`config.mk`:
```
export PLATFORM = sky130hd
export DESIGN_NAME = cmp_sort_ctrl
export DESIGN_NICKNAME = d
export VERILOG_FILES = /design/src/rtl/cmp_sort_pkg.sv /design/src/rtl/cmp_sort_ctrl_comparator8.sv /design/src/rtl/cmp_sort_ctrl.sv
export SDC_FILE = /design/constraint.sdc
export NUM_CORES = 1
export LEC_CHECK = 0
export BUFFER_PORTS_ARGS = -buffer_cell sky130_fd_sc_hd__buf_4
export CORE_MARGIN = 4
export CORE_UTILIZATION = 60
export DETAILED_ROUTE_END_ITERATION = 7
export HOLD_SLACK_MARGIN = 0.15
export PLACE_DENSITY = 0.88
export SETUP_SLACK_MARGIN = 0.5
export SYNTH_ARGS = -nofsm -noshare
export SYNTH_HDL_FRONTEND = slang
export SYNTH_HIERARCHICAL = 1
export SYNTH_SLANG_ARGS = --single-unit
```
`constraint.sdc`:
```
create_clock -name clk -period 10.6 [get_ports clk]
set_clock_uncertainty 0.1 [all_clocks]
set_input_delay 0.53 -clock clk [delete_from_list [all_inputs] [get_ports clk]]
set_output_delay 0.53 -clock clk [all_outputs]
set_load 0.005 [all_outputs]
```
`src/rtl/cmp_sort_pkg.sv`:
```
// ----------------------------------------------------------------------------
// cmp_sort_pkg
// Shared definitions for the cmp_sort_ctrl bubble-sort sequencer:
//   state_t     - controller states (IDLE, COMPARE, DONE)
//   ELEM_W      - width of one sorted element
//   SWAP_CNT_W  - width of the saturating swap counter
//   clog2()     - index/pass counter width for N elements (minimum 1)
// ----------------------------------------------------------------------------
package cmp_sort_pkg;

    typedef enum logic [1:0] {
        IDLE    = 2'd0,
        COMPARE = 2'd1,
        DONE    = 2'd2
    } state_t;

    localparam int ELEM_W     = 8;
    localparam int SWAP_CNT_W = 8;

    function automatic int clog2(input int n);
        int w;
        w = 1;
        while ((1 << w) < n) begin
            w = w + 1;
        end
        return w;
    endfunction

endpackage

```
`src/rtl/cmp_sort_ctrl_comparator8.sv`:
```
// ----------------------------------------------------------------------------
// comparator8
// Unsigned magnitude comparator shared by the sort controller.
// Ports:
//   a, b : operands (ELEM_W bits, unsigned)
//   g    : a >  b
//   e    : a == b
//   l    : a <  b
// Exactly one of g/e/l is high at any time.
// ----------------------------------------------------------------------------
module comparator8
    import cmp_sort_pkg::*;
(
    input  logic [ELEM_W-1:0] a,
    input  logic [ELEM_W-1:0] b,
    output logic              g,
    output logic              e,
    output logic              l
);

    assign g = (a > b);
    assign e = (a == b);
    assign l = (a < b);

endmodule

```
`src/rtl/cmp_sort_ctrl.sv`:
```
// ----------------------------------------------------------------------------
// cmp_sort_ctrl
// Bubble-sort sequencer: sorts N unsigned bytes using one shared comparator,
// one compare-and-swap per clock.
// Parameters:
//   N        - number of elements (2..8)
//   DESCEND  - 0: ascending (element 0 smallest), 1: descending
// Ports:
//   clk        - rising-edge clock
//   rst        - asynchronous active-high reset
//   start      - load request, sampled only in IDLE
//   data_in    - N packed elements, element i = data_in[i*8 +: 8]
//   busy       - high while in COMPARE
//   done       - one-cycle pulse, data_out/swap_count valid
//   data_out   - sorted elements, same packing, held until the next sort ends
//   swap_count - swaps performed by the last sort (saturates at 8'hFF)
// Build option:
//   CMP_SORT_EARLY_EXIT_EN - when defined, a pass with no swaps ends the sort
//   early; otherwise every sort runs N-1 full passes.
// ----------------------------------------------------------------------------
module cmp_sort_ctrl
    import cmp_sort_pkg::*;
#(
    parameter int N       = 4,
    parameter int DESCEND = 0
) (
    input  logic                  clk,
    input  logic                  rst,
    input  logic                  start,
    input  logic [N*ELEM_W-1:0]   data_in,
    output logic                  busy,
    output logic                  done,
    output logic [N*ELEM_W-1:0]   data_out,
    output logic [SWAP_CNT_W-1:0] swap_count
);

    localparam int IDX_W = clog2(N);

    state_t              state_q, state_d;
    logic [ELEM_W-1:0]   elem_q [N];
    logic [ELEM_W-1:0]   elem_d [N];
    logic [IDX_W-1:0]    idx_q;
    logic [IDX_W-1:0]    idx_nxt;
    logic [IDX_W-1:0]    pass_q;
    logic [ELEM_W-1:0]   cmp_a, cmp_b;
    logic                cmp_g, cmp_e, cmp_l;
    logic                swap;
    logic                last_pair;
    logic                last_pass;
    logic                end_sort;
    logic [N*ELEM_W-1:0] sorted_flat;
`ifdef CMP_SORT_EARLY_EXIT_EN
    logic                swapped_q;
`endif

    assign idx_nxt = idx_q + 1'b1;
    assign cmp_a   = elem_q[idx_q];
    assign cmp_b   = elem_q[idx_nxt];

    comparator8 u_cmp (
        .a (cmp_a),
        .b (cmp_b),
        .g (cmp_g),
        .e (cmp_e),
        .l (cmp_l)
    );

    // Equal operands never swap, which keeps the sort stable.
    assign swap = (state_q == COMPARE) && !cmp_e &&
                  ((DESCEND != 0) ? cmp_l : cmp_g);

    assign last_pair = (idx_q  == IDX_W'(N-2));
    assign last_pass = (pass_q == IDX_W'(N-2));

`ifdef CMP_SORT_EARLY_EXIT_EN
    // The swap happening on the last pair still counts toward this pass.
    assign end_sort = last_pair && (last_pass || !(swapped_q || swap));
`else
    assign end_sort = last_pair && last_pass;
`endif

    assign busy = (state_q == COMPARE);
    assign done = (state_q == DONE);

    // Element array as it will look after this edge; data_out samples it
    // so the final swap is already included when done is raised.
    always_comb begin
        for (int i = 0; i < N; i++) begin
            elem_d[i] = elem_q[i];
        end
        if (swap) begin
            elem_d[idx_q]   = cmp_b;
            elem_d[idx_nxt] = cmp_a;
        end
        sorted_flat = '0;
        for (int i = 0; i < N; i++) begin
            sorted_flat[i*ELEM_W +: ELEM_W] = elem_d[i];
        end
    end

    always_comb begin
        state_d = state_q;
        case (state_q)
            IDLE:    if (start)    state_d = COMPARE;
            COMPARE: if (end_sort) state_d = DONE;
            DONE:                  state_d = IDLE;
            default:               state_d = IDLE;
        endcase
    end

    always_ff @(posedge clk or posedge rst) begin
        if (rst) begin
            state_q    <= IDLE;
            idx_q      <= '0;
            pass_q     <= '0;
            swap_count <= '0;
            data_out   <= '0;
`ifdef CMP_SORT_EARLY_EXIT_EN
            swapped_q  <= 1'b0;
`endif
        end else begin
            state_q <= state_d;
            if (state_q == IDLE && start) begin
                idx_q      <= '0;
                pass_q     <= '0;
                swap_count <= '0;
`ifdef CMP_SORT_EARLY_EXIT_EN
                swapped_q  <= 1'b0;
`endif
            end else if (state_q == COMPARE) begin
                if (swap && swap_count != '1) begin
                    swap_count <= swap_count + 1'b1;
                end
                if (last_pair) begin
                    idx_q     <= '0;
                    pass_q    <= pass_q + 1'b1;
`ifdef CMP_SORT_EARLY_EXIT_EN
                    swapped_q <= 1'b0;
`endif
                end else begin
                    idx_q     <= idx_nxt;
`ifdef CMP_SORT_EARLY_EXIT_EN
                    if (swap) swapped_q <= 1'b1;
`endif
                end
                if (end_sort) begin
                    data_out <= sorted_flat;
                end
            end
        end
    end

    // Element storage is pure data: loaded on start, rewritten while sorting.
    always_ff @(posedge clk) begin
        if (state_q == IDLE && start) begin
            for (int i = 0; i < N; i++) begin
                elem_q[i] <= data_in[i*ELEM_W +: ELEM_W];
            end
        end else if (state_q == COMPARE) begin
            for (int i = 0; i < N; i++) begin
                elem_q[i] <= elem_d[i];
            end
        end
    end

endmodule

```
==> results of run 1 <==
-- through the flow --
stage	utilization (%)	hold WS, ps	worst slack (ps)	instances
6_report	74.1	309	4960	617
5_1_grt	74.1	354	4700	617
4_1_cts	74.1	331	5090	617
3_5_place_dp	71.4	382	5130	601
3_3_place_gp	71.4	372	5380	601
2_1_floorplan	-	373	6570	447
-- path summary, 6_finish.rpt --
kind	startpoint	end	slack [ps]	depth (start not counted)
worst max register to register	idx_q[0]$_DFFE_PP0P_	elem_q[0][5]$_DFFE_PP_	4960	12
min in group clk	data_in[27]	elem_q[3][3]$_DFFE_PP_	350	3
max in group asynchronous	rst	data_out[5]$_DFFE_PP0P_	9460	2
worst max-delay path	idx_q[0]$_DFFE_PP0P_	elem_q[0][5]$_DFFE_PP_	4960	12
worst min-delay path	rst	data_out[31]$_DFFE_PP0P_	310	2
worst min register to register	data_out[31]$_DFFE_PP0P_	data_out[31]$_DFFE_PP0P_	400	2
-- state kept, by name, indices dropped and copies added, names as in the netlist --
register	flops
pass_q	2
elem_q	32
swap_count	8
data_out	32
idx_q	2
state_q	2
-- placed cells by master, fill, tap and decap left out, drive strengths merged, types with 3 or more instances in the layout --
cell / n
a31oi: 3
a22oi: 5
nand3: 8
xor2: 4
nor2b: 4
o22a: 9
clkbuf: 11
ha: 17
o21bai: 7
a32oi: 11
buf: 81
o22ai: 8
o211ai: 6
a221o: 3
a21oi: 44
mux2i: 3
o221a: 7
mux4: 16
nand2b: 4
nand3b: 4
nand2: 24
nand4: 4
o21ai: 30
dfrtp: 46
mux2: 14
nor2: 62
inv: 19
a211oi: 6
edfxtp: 32
-- routing by layer --
metal  GRT usage [%]  wire length [um]
met4            9.23               233
met5               0                 0
met2            45.6              6070
met3            6.96              1220
met1            40.3              5170
-- area by class of cell --
cell class	count	area, um^2
timing repair buffer	81	608
clock buffer	11	141
clock inverter	5	58.8
tap	99	124
multi-input combinational	324	2370
sequential	78	2110
inverter	19	71.3
fill	532	1920
-- worst max-delay path, delay by kind of cell (launching register included) --
kind | cells | cell delay [ps]
muxes | 2 | 910
buffers and inverters | 2 | 390
AOI/OAI and AO/OA | 2 | 700
DFF | 1 | 970
adders and majority gates | 2 | 970
and+or+nand+nor | 4 | 1320
==> results.yml, run 1 <==
synth:
  syn-cell-area_um2: 4680
  postSynthNetCount: 499
  ys_warn_count: 6
  syn_avg_cell_area_um2: 10.5
  synth_cells: 447
clock_tree:
  cts.sink_count: 78
  postCtsSetupRepairBufs: 0
  cts-root-to-sink-buffers: 2
  cts-buffers-inserted: 9
  postCtsHoldBufs: 0
  clockRootBuffer: "sky130_fd_sc_hd__clkbuf_8"
  insertion_delay_ps: 360
  cts_repair_resizes: 0
  cts_tree: "built"
  clk_slew_on_worst_s_h_paths_ps: 80
  cts_max_level: 3
drt:
  vias: 4070
  ant_nets: 0
  drt-vias-per-instance: 6.60
  route.detailed.drc: 0
  detail_route.wl_per_cell_um: 20.6
  drt-total-wl_mm: 12.7
  number_of_violations_reported_at_the_end_of_detailed_routing_iteration_0: 449
  drtPass1Iterations: 5
cells_and_area:
  num_antenna_cells: 0
  drive_above_1_share_pct: 25.1
  area_growth_pct: 17.3
  finalNetCount: 565
  layout.cell_area.non_filler_um2: 5490
timing:
  count_of_endpoints_failing_setup_in_the_final_report: 0
  hold_violations: 0
  worst_max_slew_pin_slew_ps: 996
  final_period_minus_worst_setup_slack_ps: 5640
  share_of_the_clock_period_used_by_the_worst_path_after_layout_pct: 53.2
  max_freq_mhz: 177
  setup_repair_after_global_routing_missed_its_margin: "false"
  slew-limit-headroom_pct: 33.5
  final.setup.tns_ps: 0
  timing.final.max_slew_violations: 0
grt:
  grt_pass1_wl_mm: 20.2
  number_of_antenna_violations_at_the_first_check_in_global_routing: 0
  grtUsageTotal_pct: 29.1
  grt-ovfl-total: 0
  grt_pass1_vias: 3940
  grt_start_max_net_pins: 47
floorplanning:
  floorplan.die_area_um2: 9270
  start_util_pct: 63.1
  io_pins: 77
  design.core.area_um2: 7410
  fp-row-count: 31
  chipHeight_um: 96.3
  chipWidth_um: 96.3
place:
  gpl.final_weighted_congestion: 0.914
  placedInstanceArea_um2: 5290
  io_buffer_count: 76
  dp.final_hpwl_mm: 9.32
setup_path:
  worstPathCellList: "inv_1 -> ha_1 -> mux4_2 -> inv_1 -> ha_1 -> nand4_2 -> nor2_1 -> o21ba_1 -> and4bb_1 -> nand3b_1 -> o221a_1 -> mux2_2"
  cp-end-kind: "register"
  timing.critical_path.required_ps: 10600
  critPathKind: "register to register"
  worst-endpoint-arrival_ps: 5650
  critPathSlowestCell: "sky130_fd_sc_hd__dfrtp_1"
  max_stage_delay_ps: 970
  timing.critical_path.from_type: "register"
  critical_path.max_fanout: 22
job:
  max-cap-violations: 0
worst_hold_path:
  worstHoldPathType: "input port to asynchronous set/reset pin"
status:
  outcome: "completed"
Power of run 1 is not shown: default switching activity piles up to over one toggle a cycle in this logic, so the estimate is an artifact.
==> run 2: changes to the inputs <==
--- a/config.mk
+++ b/config.mk
@@ -7,10 +7,10 @@
 export LEC_CHECK = 0
 export BUFFER_PORTS_ARGS = -buffer_cell sky130_fd_sc_hd__buf_4
 export CORE_MARGIN = 4
-export CORE_UTILIZATION = 60
+export CORE_UTILIZATION = 51
 export DETAILED_ROUTE_END_ITERATION = 7
 export HOLD_SLACK_MARGIN = 0.15
-export PLACE_DENSITY = 0.88
+export PLACE_DENSITY = 0.8
 export SETUP_SLACK_MARGIN = 0.5
 export SYNTH_ARGS = -nofsm -noshare
 export SYNTH_HDL_FRONTEND = slang
==> constraint.sdc (replaced) <==
create_clock -name clk -period 5.11 [get_ports clk]
set_clock_uncertainty 0.1 [all_clocks]
set_input_delay 0.2555 -clock clk [delete_from_list [all_inputs] [get_ports clk]]
set_output_delay 0.2555 -clock clk [all_outputs]
set_load 0.005 [all_outputs]
==> results.yml, run 2 (synthesis results as in run 1) <==
cells_and_area:
  final_common_cell: "sky130_fd_sc_hd__buf_4"
  finalNetCount: 600
  most-common-layout-cells: "sky130_fd_sc_hd__buf_4 (86), sky130_fd_sc_hd__nor2_1 (62), sky130_fd_sc_hd__dfrtp_1 (46), sky130_fd_sc_hd__a21oi_1 (43), sky130_fd_sc_hd__edfxtp_1 (32)"
  area_taken_by_multi_input_logic_gates_um2: 2370
  num_antenna_cells: 0
  area_growth_pct: 24.8
  reg_top3: "data_out x32, elem_q x32, swap_count x8"
  sequential_cell_area_um2: 2110
  nFillCells: 676
  drive_above_1_share_pct: 24.6
  post-route-util_pct: 66.3
grt:
  grt_start_max_net_pins: 47
  grtUsageTotal_pct: 25.8
  grt_pass1_vias: 4182
  number_of_antenna_violations_at_the_first_check_in_global_routing: 0
  grt_pass1_wl_mm: 22.2
  grt-ovfl-total: 0
place:
  dp.final_hpwl_mm: 9.49
  io_buffer_count: 76
  gpl.final_weighted_congestion: 0.935
timing:
  final_period_minus_worst_setup_slack_ps: 4350
  hold_violations: 0
  final.setup.tns_ps: 0
  setup_repair_after_global_routing_missed_its_margin: "false"
  max_freq_mhz: 230
  count_of_endpoints_failing_setup_in_the_final_report: 0
  worst_max_slew_pin_slew_ps: 1070
  slew-limit-headroom_pct: 28.5
  share_of_the_clock_period_used_by_the_worst_path_after_layout_pct: 85.2
  timing.final.max_slew_violations: 0
  worst_hold_slack_ps: 172
drt:
  drt-vias-per-instance: 6.40
  drt-total-wl_mm: 13.7
  vias: 4229
  route.detailed.drc: 0
  detail_route.wl_per_cell_um: 20.8
  ant_nets: 0
  drtPass1Iterations: 5
  number_of_violations_reported_at_the_end_of_detailed_routing_iteration_0: 520
floorplanning:
  chipWidth_um: 104
  start_util_pct: 53.1
  chipHeight_um: 104
  floorplan.die_area_um2: 10800
  fp-row-count: 34
  design.core.area_um2: 8810
  io_pins: 77
status:
  outcome: "completed"
clock_tree:
  cts_max_level: 3
  cts.sink_count: 78
  clk_slew_on_worst_s_h_paths_ps: 90
  insertion_delay_ps: 370
  cts-root-to-sink-buffers: 2
  cts-buffers-inserted: 9
  cts_repair_resizes: 0
  clockRootBuffer: "sky130_fd_sc_hd__clkbuf_8"
  cts_tree: "built"
setup_path:
  timing.critical_path.required_ps: 5230
  critPathKind: "register to register"
  rrSetupSlack_ps: 760
  r2r_start: "idx_q[0]$_DFFE_PP0P_"
  cp-end-kind: "register"
  critical_path.startpoint: "idx_q[0]$_DFFE_PP0P_"
  cp-endpoint: "elem_q[2][0]$_DFFE_PP_"
  r2r-end: "elem_q[2][0]$_DFFE_PP_"
  critical_path.max_fanout: 14
  worst-endpoint-arrival_ps: 4470
  timing.critical_path.from_type: "register"
  timing.reg2reg.worst_path_depth: 12
worst_hold_path:
  worstHoldPathType: "input port to register"
job:
  max-cap-violations: 0
==> run 2: cell types whose count changed in the layout (fill, tap and decap cells not counted) <==
cell | previous run | this run
sky130_fd_sc_hd__dlygate4sd3_1 | 0 | 30
sky130_fd_sc_hd__clkbuf_8 | 10 | 9
sky130_fd_sc_hd__inv_6 | 0 | 3
sky130_fd_sc_hd__buf_4 | 81 | 86
sky130_fd_sc_hd__clkinv_2 | 1 | 0
sky130_fd_sc_hd__clkbuf_1 | 1 | 0
==> run 2: layout make-up <==
class	count	share of cell area (%)
multi-input cells	324	40.6
well taps	108	2.31
repair buffers	116	16.2
clock buffers	9	2.12
inverters	19	1.22
flip-flops and latches	78	36.2
clock inverters	7	1.37
==> run 2: per-layer routing <==
metal,global-route usage [%],wire (um)
met5,0,0
met1,36.1,5560
met3,5.47,1330
met4,9.02,391
met2,39.9,6450
==> run 2: repair_timing <==
item / CTS / global route
setup buffers: 0 / 0
hold endpoints to repair: 75 / 0
hold buffers: 30 / 0
setup endpoints to repair: 0 / 0
==> run 2: how the worst min path moves through the flow <==
stage                                  start                        to  slack (ps)  cells past startpoint
global placement    data_out[31]$_DFFE_PP0P_  data_out[31]$_DFFE_PP0P_         370                      2
finish                           data_in[29]    elem_q[3][5]$_DFFE_PP_         170                      3
detailed placement  data_out[28]$_DFFE_PP0P_  data_out[28]$_DFFE_PP0P_         380                      2
global route                     data_in[30]    elem_q[3][6]$_DFFE_PP_         170                      3
floorplan                         data_in[6]    elem_q[0][6]$_DFFE_PP_         340                      2
CTS                              data_in[14]    elem_q[1][6]$_DFFE_PP_         160                      3
==> run 2: per-stage QoR <==
step                instance area, um^2  setup WS [ps]  cells
floorplan                          4680           1080    447
global placement                   5340           1050    615
detailed placement                 5340            903    615
CTS                                5840            874    661
global route                       5840            642    661
finish                             5840            755    661
==> run 2: critical path, stage by stage (launching register included) <==
cell and delay (ps):
sky130_fd_sc_hd__dfrtp_1 360, sky130_fd_sc_hd__inv_1 120, sky130_fd_sc_hd__ha_1 660, sky130_fd_sc_hd__mux4_2 620, sky130_fd_sc_hd__inv_1 80, sky130_fd_sc_hd__ha_1 250
sky130_fd_sc_hd__nand4_2 130, sky130_fd_sc_hd__nor2_1 110, sky130_fd_sc_hd__o21ba_1 350, sky130_fd_sc_hd__nand2b_1 240, sky130_fd_sc_hd__nor3b_1 760, sky130_fd_sc_hd__a32oi_1 260
sky130_fd_sc_hd__a21oi_1 180
Power of run 2 is left out for the same reason.
